`config.mk`:
```
export PLATFORM = sky130hd
export DESIGN_NAME = shared_mem_arbiter
export DESIGN_NICKNAME = d
export VERILOG_FILES = /design/src/rtl/shared_mem_pkg.sv /design/src/rtl/rr_arbiter.sv /design/src/rtl/shared_mem_arbiter.sv
export SDC_FILE = /design/constraint.sdc
export NUM_CORES = 1
export LEC_CHECK = 0
export ABC_AREA = 0
export CAP_MARGIN = 20
export CORE_MARGIN = 2
export CORE_UTILIZATION = 35
export CTS_BUF_LIST = sky130_fd_sc_hd__clkbuf_16
export DETAILED_ROUTE_END_ITERATION = 8
export MAX_ROUTING_LAYER = met4
export PLACE_DENSITY = 0.74
export SLEW_MARGIN = 25
export SYNTH_ARGS = -nofsm -noshare
export SYNTH_HDL_FRONTEND = slang
export SYNTH_HIERARCHICAL = 1
export SYNTH_SLANG_ARGS = --single-unit
```
`constraint.sdc`:
```
create_clock -name clk -period 5.5 [get_ports clk]
set_input_delay 1.375 -clock clk [delete_from_list [all_inputs] [get_ports clk]]
set_output_delay 1.375 -clock clk [all_outputs]
set_load 0.01 [all_outputs]
```
`src/rtl/shared_mem_pkg.sv`:
```
// shared_mem_pkg: request record and arbiter FSM states shared by the memory arbiter.
package shared_mem_pkg;
  typedef struct packed {
    logic        we;
    logic [3:0]  mask;
    logic [31:0] addr;
    logic [31:0] wdata;
  } mem_req_t;
  typedef enum logic [1:0] {IDLE, ACCESS, WAIT, RESP} arb_state_e;
endpackage

```
`src/rtl/rr_arbiter.sv`:
```
// rr_arbiter: combinational round-robin pick of the first requester at or after ptr.
module rr_arbiter #(
  parameter int N = 2,
  localparam int IW = N > 1 ? $clog2(N) : 1
) (
  input  logic [N-1:0]  req,
  input  logic [IW-1:0] ptr,
  output logic [N-1:0]  gnt,
  output logic [IW-1:0] gnt_idx
);
  always_comb begin
    gnt = '0;
    gnt_idx = '0;
    // scanning from the far end lets the closest requester overwrite earlier picks
    for (int k = N - 1; k >= 0; k--) begin
      if (req[(int'(ptr) + k) % N]) begin
        gnt = '0;
        gnt[(int'(ptr) + k) % N] = 1'b1;
        gnt_idx = IW'((int'(ptr) + k) % N);
      end
    end
  end
endmodule

```
`src/rtl/shared_mem_arbiter.sv`:
```
// shared_mem_arbiter: round-robin sharing of one single-port data memory among cores,
// one transaction at a time, with a one-cycle response pulse to the winner.
module shared_mem_arbiter
  import shared_mem_pkg::*;
#(
  parameter int NUM_CORES = 2,
  parameter int MEM_AW    = 10,
  parameter int MEM_LAT   = 1
) (
  input  logic                    clk,
  input  logic                    rst,
  input  logic [NUM_CORES-1:0]    req_valid,
  input  logic [NUM_CORES-1:0]    req_we,
  input  logic [NUM_CORES*4-1:0]  req_mask,
  input  logic [NUM_CORES*32-1:0] req_addr,
  input  logic [NUM_CORES*32-1:0] req_wdata,
  output logic [NUM_CORES-1:0]    req_ready,
  output logic [NUM_CORES-1:0]    rsp_valid,
  output logic [31:0]             rsp_rdata,
  output logic                    mem_en,
  output logic                    mem_we,
  output logic [3:0]              mem_mask,
  output logic [MEM_AW-1:0]       mem_addr,
  output logic [31:0]             mem_wdata,
  input  logic [31:0]             mem_rdata
);
  localparam int IW = NUM_CORES > 1 ? $clog2(NUM_CORES) : 1;
  localparam int CW = MEM_LAT > 1 ? $clog2(MEM_LAT) : 1;
  arb_state_e state, state_n;
  logic [IW-1:0] rr_ptr, g, gnt_idx;
  logic [NUM_CORES-1:0] gnt;
  logic [CW-1:0] cnt;
  logic [31:0] rdata_q;
  mem_req_t req_q, sel;
  logic unused_addr;
  rr_arbiter #(.N(NUM_CORES)) u_rr (
    .req(req_valid),
    .ptr(rr_ptr),
    .gnt(gnt),
    .gnt_idx(gnt_idx)
  );
  assign sel = '{
    we:    req_we[gnt_idx],
    mask:  req_mask[4*gnt_idx +: 4],
    addr:  req_addr[32*gnt_idx +: 32],
    wdata: req_wdata[32*gnt_idx +: 32]
  };
  always_comb begin
    state_n = state == IDLE   ? (|req_valid ? ACCESS : IDLE) :
              state == ACCESS ? WAIT :
              state == WAIT   ? (cnt == '0 ? RESP : WAIT) : IDLE;
  end
  always_ff @(posedge clk or posedge rst) begin
    if (rst) begin
      state   <= IDLE;
      rr_ptr  <= '0;
      g       <= '0;
      req_q   <= '0;
      cnt     <= '0;
      rdata_q <= '0;
    end else begin
      state <= state_n;
      if (state == IDLE && |req_valid) begin
        g     <= gnt_idx;
        req_q <= sel;
      end
      if (state == ACCESS) cnt <= CW'(MEM_LAT - 1);
      if (state == WAIT) begin
        cnt <= cnt - 1'b1;
        if (cnt == '0) rdata_q <= req_q.we ? '0 : mem_rdata;
      end
      if (state == RESP) rr_ptr <= (g == IW'(NUM_CORES - 1)) ? '0 : g + 1'b1;
    end
  end
  // grant is combinational off req_valid, so it must also be silenced while reset is held
  assign req_ready = (state == IDLE && !rst) ? gnt : '0;
  assign rsp_valid = state == RESP ? NUM_CORES'(1) << g : '0;
  assign rsp_rdata = state == RESP ? rdata_q : '0;
  assign mem_en    = state == ACCESS;
  assign mem_we    = mem_en & req_q.we;
  assign mem_mask  = mem_en ? req_q.mask : '0;
  assign mem_addr  = mem_en ? req_q.addr[MEM_AW+1:2] : '0;
  assign mem_wdata = mem_en ? req_q.wdata : '0;
  assign unused_addr = ^{req_q.addr[31:MEM_AW+2], req_q.addr[1:0]};
endmodule

```
==> flow_summary.yaml, run 1 <==
critical_path:
  path_max_fanout: 3
  rrSetupSlack_ns: 3.45
  worstSetupPathType: "input pin to output port"
  slowest_stage: "clkdlybuf4s50_1"
  cp_slowest_stage_delay_ns: 0.59
  critPathRequiredTime_ns: 4.12
  crit_chain: "clkdlybuf4s50_1 -> a21boi_0 -> and3_1 -> clkdlybuf4s50_1"
  reg2reg_depth: 5
  r2r-start: "rr_ptr"
  worstPathArrival_ns: 2.87
  rr_endpoint: "req_q[43]"
  path_common_cell: "clkdlybuf4s50_1"
  worstSetupEndpointType: "output port"
  cp-start-kind: "input pin"
floorplan:
  start_util_pct: 36.1
  die_w_um: 119
  fp.dieH_um: 119
  coreArea_um2: 12700
  io_pins: 258
  row_count: 41
  dieArea_um2: 14100
detailed_routing:
  wl_per_cell_um: 15.2
  wl_um: 11400
  drc: 0
  vias: 3415
  dr.pass1.iters: 4
  drt_iter0_drc: 107
  drt-vias-per-instance: 4.55
  ant_nets: 0
timing:
  setup_tns_ns: 0
  hold_viol: 0
  skew_ns: 0.00680
  grt_setup_unrepaired: "false"
  tightest_slew_ns: 0.932
  period_share_pct: 77.2
  finalWorstSetupSlack_ns: 1.25
  drv_slew: 0
  maxSlewHeadroom_pct: 37.7
  whs_ns: 0.493
  min_period_ns: 4.25
  max_freq_mhz: 235
  setup_viol: 0
clock_tree:
  cts_tree: "done"
  cts_hold_buf: 0
  h-tree-depth: 3
  cts_root_buf: "clkbuf_16"
  cts_resized: 0
  clk_latency_ns: 0.34
  clkTransAtPathRegs_ns: 0.06
  post_cts_buffers: 0
  clockBufferDepth: 2
  cts_buffers: 9
  clock_sinks: 84
synth:
  synthFlopType: "dfrtp_1"
  post-synth-top-area-cell: "dfrtp_1"
  synth_warnings: 6
  synth_top_area_share_pct: 45.7
  yosysSeqAreaShare_pct: 45.7
  netlist_area_um2: 4600
  synthMostInstantiatedCell: "mux2_2"
  synth-edff-count: 0
  synth_fp_nets: 547
  synthArstFlopShare_pct: 100
  syn_avg_cell_area_um2: 12.5
  syn_inst: 369
  ys_types: 18
  synth_seq_cells: 84
  synth_commonest_cells: "109 x mux2_2, 84 x dfrtp_1, 80 x and2_1, 31 x nor2b_1, 19 x mux2_4"
  synthTopCellsByArea: "dfrtp_1 46%, mux2_2 27%, and2_1 11%"
grt:
  groute.usage.overall_pct: 17.2
  antenna_found_initial: 0
  grt_pass1_wl_um: 18500
  grt_max_degree: 54
  grt_pass1_vias: 3709
  grt_overflow: 0
pwr:
  clkPwrFrac_pct: 17.4
  p_sw_mw: 0.947
  p_int_mw: 2.10
  power_frac_seq_pct: 34.3
  pwr-share-comb_pct: 48.3
  ir_drop_mv: 0.200
  p_total_mw: 3.05
  swShare_pct: 31.1
  cellLeakagePower_nw: 3.00
  power_density_nw_per_um2: 427
cells_and_area:
  area_delta_synth_final_pct: 55.3
  nNetsFinal: 751
  instances_no_fill: 750
  final_core_util_pct: 56.1
  drive_above_1_share_pct: 26.3
  num_antenna_cells: 0
  finalInstanceArea_um2: 7140
worst_hold_path:
  min_delay_path_depth: 1
  min_to: "req_q[12]"
  hold_class: "flop to flop"
  min_from: "req_q[12]"
placement:
  dp_hpwl_um: 8480
  place.detailed.instances: 734
  port_buffers: 213
  place_congestion: 0.771
  dpl_cell_area_um2: 6880
  dp_slack_ns: 1.26
run_status:
  outcome: "complete, no violations"
job:
  drv_cap: 0
-- placed cells by master (no fill, tap or decap) --
cell             count
clkinv_2             4
clkinv_1             2
nor2b_1             30
mux2_4              19
a21boi_4             1
a21boi_0             1
a21o_1               1
nor2b_4              1
clkinv_4             1
and3_1               2
mux2_2             109
dfrtp_1             84
ha_1                 3
clkdlybuf4s50_1    213
inv_1                6
and2_1              80
and2b_1              3
ha_2                 1
o21ai_4              1
o41ai_1              1
buf_4                6
clkbuf_16            9
-- area by class of cell --
cell class                 instances  area, µm²
clock buffer                       9        225
clock inverter                     7       35.0
fill                            1134       5580
inverter                           6       23.8
multi-input combinational        253       2360
sequential                        84       2100
tap                              172        215
timing repair buffer             219       2180
-- metal layers --
metal / up-vias / share of wire (%) / global-route usage [%]
met5: - / 0 / -
met4: 0 / 1.7 / 6.70
met3: 16 / 7.6 / 5.21
met2: 125 / 51 / 30.1
met1: 1633 / 39 / 18.0
li1: 1641 / - / -
-- worst max-delay path, delay by kind of cell --
kind | cells | cell delay (ns)
AND/OR/NAND/NOR | 1 | 0.18
AO/OA/AOI/OAI | 1 | 0.19
buffers and inverters | 2 | 1.13
-- worst max-delay path by stage --
stage	endpoint	depth (start not counted)	from
floorplan	req_ready[0]	2	rst
global placement	req_ready[0]	4	req_valid[0]
detailed placement	req_ready[0]	4	req_valid[0]
CTS	req_ready[0]	4	req_valid[0]
global route	req_ready[0]	4	req_valid[0]
finish	req_ready[0]	4	req_valid[0]
-- flip-flops by register name (all words and copies together) (netlist names) --
signal,cells
req_q,47
rdata_q,32
state,2
cnt,1
g,1
rr_ptr,1
-- power groups by stage --
stage / logic [mW] / registers (mW) / clock network (mW)
3_3_place_gp: 1.46 / 1.04 / 0
4_1_cts: 1.51 / 1.05 / 0.554
3_5_place_dp: 1.50 / 1.06 / 0
6_report: 1.47 / 1.05 / 0.529
5_1_grt: 1.60 / 1.09 / 0.578
2_1_floorplan: 0.952 / 1.01 / 0
-- kinds of logic after synthesis --
kind of cell	after synthesis	synth area share [%]
mux	128	32.9
simple gates	116	15.9
flops	84	45.7
buf+inv	32	3.59
compound gates	5	0.790
fa+ha+maj	4	1.09
Power figures use the tool's default switching activity.
==> run 2: changes to the inputs <==
==> constraint.sdc (replaced) <==
create_clock -name clk -period 4.4 [get_ports clk]
set_input_delay 1.1 -clock clk [delete_from_list [all_inputs] [get_ports clk]]
set_output_delay 1.1 -clock clk [all_outputs]
set_load 0.01 [all_outputs]
==> run 2 against run 1 <==
Against the previous run: first-iteration DRC count decreased by 5.6%; combinational power increased by 25%; clock power increased by 23%; critical endpoint unchanged; register-to-register slack got worse by 1.1 ns.
==> flow_summary.yaml, run 2 (synthesized netlist as in run 1, its figures left out) <==
run_status:
  outcome: "complete, no violations"
clock_tree:
  clockBufferDepth: 2
  post_cts_buffers: 0
  clkTransAtPathRegs_ns: 0.06
  clk_latency_ns: 0.33
  cts_tree: "done"
  cts_root_buf: "clkbuf_16"
  cts_resized: 0
  cts_buffers: 9
  clock_sinks: 84
  h-tree-depth: 3
  cts_hold_buf: 0
cells_and_area:
  nNetsFinal: 751
  num_antenna_cells: 0
  final_core_util_pct: 56.1
  instances_no_fill: 748
  finalInstanceArea_um2: 7140
  reg_top3: "req_q: 47 flops, rdata_q: 32 flops, state: 2 flops"
  layout_commonest_cell: "clkdlybuf4s50_1"
  area_delta_synth_final_pct: 55.4
  drive_above_1_share_pct: 26.0
  largest_register: "req_q"
  largest_reg_flops: 47
  final_cell_mix: "213 x clkdlybuf4s50_1, 109 x mux2_2, 84 x dfrtp_1"
placement:
  dpl_cell_area_um2: 6890
  place.detailed.instances: 734
  place_congestion: 0.722
  dp_hpwl_um: 8240
  port_buffers: 213
timing:
  skew_ns: 0.00335
  tightest_slew_ns: 0.904
  maxSlewHeadroom_pct: 39.6
  setup_tns_ns: 0
  setup_viol: 0
  max_freq_mhz: 269
  min_period_ns: 3.72
  drv_slew: 0
  period_share_pct: 84.4
  grt_setup_unrepaired: "false"
  hold_viol: 0
worst_hold_path:
  min_delay_path_depth: 1
  min_from: "req_q[22]"
  hold_class: "flop to flop"
pwr:
  cellLeakagePower_nw: 2.99
  p_total_mw: 3.80
  clkPwrFrac_pct: 17.2
  power_density_nw_per_um2: 532
  pwr-share-comb_pct: 48.5
  power_frac_seq_pct: 34.3
  ir_drop_mv: 0.306
  p_int_mw: 2.63
  p_sw_mw: 1.17
  swShare_pct: 30.8
detailed_routing:
  ant_nets: 0
  dr.pass1.iters: 4
  wl_um: 11300
  vias: 3430
  drt-vias-per-instance: 4.59
  wl_per_cell_um: 15.1
  drc: 0
  drt_iter0_drc: 101
critical_path:
  critPathRequiredTime_ns: 3.30
  path_max_fanout: 3
  worstSetupPathType: "input pin to output port"
  worstSetupEndpointType: "output port"
  worstPathArrival_ns: 2.62
  crit_start: "req_valid[0]"
  r2r-start: "rr_ptr"
  reg2reg_depth: 5
  cp-start-kind: "input pin"
grt:
  grt_max_degree: 69
  grt_overflow: 0
  grt_pass1_wl_um: 18100
  antenna_found_initial: 0
  grt_pass1_vias: 3624
  groute.usage.overall_pct: 16.6
floorplan:
  dieArea_um2: 14100
  fp.dieH_um: 119
  row_count: 41
  start_util_pct: 36.1
  die_w_um: 119
  coreArea_um2: 12700
  io_pins: 258
job:
  drv_cap: 0
==> run 2: final cells by class <==
| type | count | area (µm²) |
|---|---|---|
| flip-flops and latches | 84 | 2100 |
| fillers | 1121 | 5580 |
| well taps | 172 | 215 |
| multi-input cells | 253 | 2360 |
| clock buffers | 9 | 225 |
| repair buffers | 219 | 2190 |
| inverters | 6 | 23.8 |
| clock inverters | 5 | 23.8 |
==> run 2: layer usage <==
layer,global-route usage [%],share of wire [%]
met1,18.1,40
met2,28.9,51
met3,4.97,7.3
met4,5.73,1.6
met5,-,0
==> run 2: path summary, 6_finish.rpt <==
path                       slack (ns)      endpoint
setup reg to reg                 2.37     req_q[19]
max in group asynchronous        2.10      state[0]
min in group asynchronous        1.15     req_q[28]
setup / recovery                 0.68  req_ready[0]
hold reg to reg                  0.49     req_q[22]
hold / removal                   0.49     req_q[22]
==> run 2: through the flow <==
step | hold WS, ns | setup slack, ns
after global routing | 0.506 | 0.599
final | 0.494 | 0.684
after detailed placement | 0.485 | 0.687
after global placement | 0.479 | 0.686
after CTS | 0.498 | 0.673
after floorplan | 0.438 | 0.00571
==> run 2: critical path, cell delays in order <==
cell             delay [ns]
clkdlybuf4s50_1        0.59
a21boi_0               0.20
and3_1                 0.18
clkdlybuf4s50_1        0.54
==> run 2: power groups by stage <==
| stage | Clock (mW) | Sequential [mW] | Combinational, mW |
|---|---|---|---|
| detailed placement | 0 | 1.32 | 1.88 |
| finish | 0.651 | 1.30 | 1.84 |
| global placement | 0 | 1.30 | 1.83 |
| floorplan | 0 | 1.27 | 1.19 |
| CTS | 0.679 | 1.31 | 1.88 |
| global route | 0.709 | 1.35 | 2.00 |
==> run 3: changes to the inputs <==
--- a/config.mk
+++ b/config.mk
@@ -12,7 +12,7 @@
 export CTS_BUF_LIST = sky130_fd_sc_hd__clkbuf_16
 export DETAILED_ROUTE_END_ITERATION = 8
 export MAX_ROUTING_LAYER = met4
-export PLACE_DENSITY = 0.74
+export PLACE_DENSITY = 0.77
 export SLEW_MARGIN = 25
 export SYNTH_ARGS = -nofsm -noshare
 export SYNTH_HDL_FRONTEND = slang
==> constraint.sdc (replaced) <==
create_clock -name clk -period 3.1 [get_ports clk]
set_input_delay 0.775 -clock clk [delete_from_list [all_inputs] [get_ports clk]]
set_output_delay 0.775 -clock clk [all_outputs]
set_load 0.01 [all_outputs]
==> run 3 against run 2 <==
Against the previous run: sequential power up 42%; clock power up 55%; via count down 0.41%; sequential share of layout area down 0.22 points; combinational power up 43%; register-to-register slack worse by 1.3 ns; non-clock buffer count up 3; wire length down 0.17%; hold slack worse by 0.00078 ns; die area unchanged; design area up 0.75%; largest cell class unchanged; highest routed layer unchanged.
==> flow_summary.yaml, run 3 (synthesized netlist as in run 1, its figures left out) <==
run_status:
  outcome: "complete, no violations"
worst_hold_path:
  hold_class: "flop to flop"
cells_and_area:
  final_cell_mix: "212 x clkdlybuf4s50_1, 109 x mux2_2, 84 x dfrtp_1"
  num_antenna_cells: 0
  reg_top3: "req_q: 47 flops, rdata_q: 32 flops, state: 2 flops"
  instances_no_fill: 753
  multi_input_area_um2: 2360
  layout_commonest_cell: "clkdlybuf4s50_1"
  fillCellCount: 1114
  area_delta_synth_final_pct: 56.5
  regArea_um2: 2100
  largest_reg_flops: 47
  largest_register: "req_q"
  nNetsFinal: 754
  drive_above_1_share_pct: 26.0
grt:
  grt_max_degree: 50
  grt_pass1_vias: 3663
  antenna_found_initial: 0
  grt_overflow: 0
  groute.usage.overall_pct: 16.7
  grt_pass1_wl_um: 18500
detailed_routing:
  drt_iter0_drc: 114
  vias: 3416
  drt-vias-per-instance: 4.54
  drc: 0
  wl_um: 11300
  ant_nets: 0
  dr.pass1.iters: 4
  wl_per_cell_um: 15.0
timing:
  max_freq_mhz: 333
  drv_slew: 0
  skew_ns: 0.0104
  tightest_slew_ns: 0.940
  finalWorstSetupSlack_ns: 0.0989
  period_share_pct: 96.8
  grt_setup_unrepaired: "false"
  setup_viol: 0
  min_period_ns: 3.00
  hold_viol: 0
  maxSlewHeadroom_pct: 37.2
floorplan:
  row_count: 41
  dieArea_um2: 14100
  coreArea_um2: 12700
  io_pins: 258
  fp.dieH_um: 119
  die_w_um: 119
  start_util_pct: 36.1
placement:
  dp_hpwl_um: 8240
  place_congestion: 0.700
  port_buffers: 213
  dp_slack_ns: 0.0400
  place.detailed.instances: 737
job:
  drv_cap: 0
pwr:
  p_sw_mw: 1.67
  p_int_mw: 3.82
  power_density_nw_per_um2: 764
  swShare_pct: 30.4
  clkPwrFrac_pct: 18.3
  pwr-share-comb_pct: 47.9
  power_frac_seq_pct: 33.8
  ir_drop_mv: 0.349
  cellLeakagePower_nw: 3.04
critical_path:
  path_max_fanout: 3
  worstSetupEndpointType: "output port"
  cp-start-kind: "input pin"
  worstPathArrival_ns: 2.23
  critPathRequiredTime_ns: 2.32
  worstSetupPathType: "input pin to output port"
clock_tree:
  cts_buffers: 9
  clockBufferDepth: 2
  clk_latency_ns: 0.33
  h-tree-depth: 3
  cts_hold_buf: 0
  cts_root_buf: "clkbuf_16"
  clkTransAtPathRegs_ns: 0.05
  clock_sinks: 84
  cts_tree: "done"
[run 3: routing by layer]
| metal | global-route usage [%] | wire, µm |
|---|---|---|
| met3 | 4.30 | 802 |
| met4 | 5.51 | 184 |
| met2 | 27.9 | 5620 |
| met5 | - | 0 |
| met1 | 19.5 | 4670 |
[run 3: layout make-up]
cell class	count	share of cell area (%)
timing repair buffer	222	30.8
clock buffer	9	3.13
sequential	84	29.2
inverter	6	0.365
clock inverter	7	0.730
tap	172	2.99
multi-input combinational	253	32.8
[run 3: path summary, 6_finish.rpt]
check / start / to / slack [ns] / cells after the start
setup / recovery: req_valid[0] / req_ready[0] / 0.1 / 4
hold / removal: req_q[24] / req_q[24] / 0.49 / 1
setup reg to reg: state[0] / rdata_q[29] / 1.09 / 4
hold reg to reg: req_q[24] / req_q[24] / 0.49 / 1
max in group asynchronous: rst / req_q[28] / 1.17 / 4
min in group asynchronous: rst / state[1] / 1.00 / 3
[run 3: through the flow]
stage	TNS (ns)	power (mW)	instance area, µm²	hold slack [ns]	util, %
4_1_cts	0	5.58	7190	0.497	56.5
3_5_place_dp	0	4.54	6910	0.485	54.3
2_1_floorplan	-0.168	3.49	4600	0.438	-
3_3_place_gp	0	4.44	6910	0.478	54.3
6_report	0	5.49	7190	0.493	56.6
5_1_grt	0	5.87	7190	0.503	56.6
[run 3: what timing repair did]
| item | CTS | global route |
|---|---|---|
| setup buffers | 0 | 0 |
| endpoints found under the setup margin | 0 | 1 |
| gates resized for setup | 0 | 1 |
[run 3: power groups by stage]
| stage | logic [mW] | clock network, mW | registers (mW) |
|---|---|---|---|
| 2_1_floorplan | 1.69 | 0 | 1.80 |
| 3_3_place_gp | 2.60 | 0 | 1.84 |
| 3_5_place_dp | 2.67 | 0 | 1.88 |
| 4_1_cts | 2.68 | 1.04 | 1.86 |
| 5_1_grt | 2.86 | 1.09 | 1.92 |
| 6_report | 2.63 | 1.01 | 1.85 |
[run 3: worst max-delay path: stages]
cell and delay (ns):
clkdlybuf4s50_1 0.54, a21boi_0 0.18, and3_1 0.18, clkdlybuf4s50_1 0.56
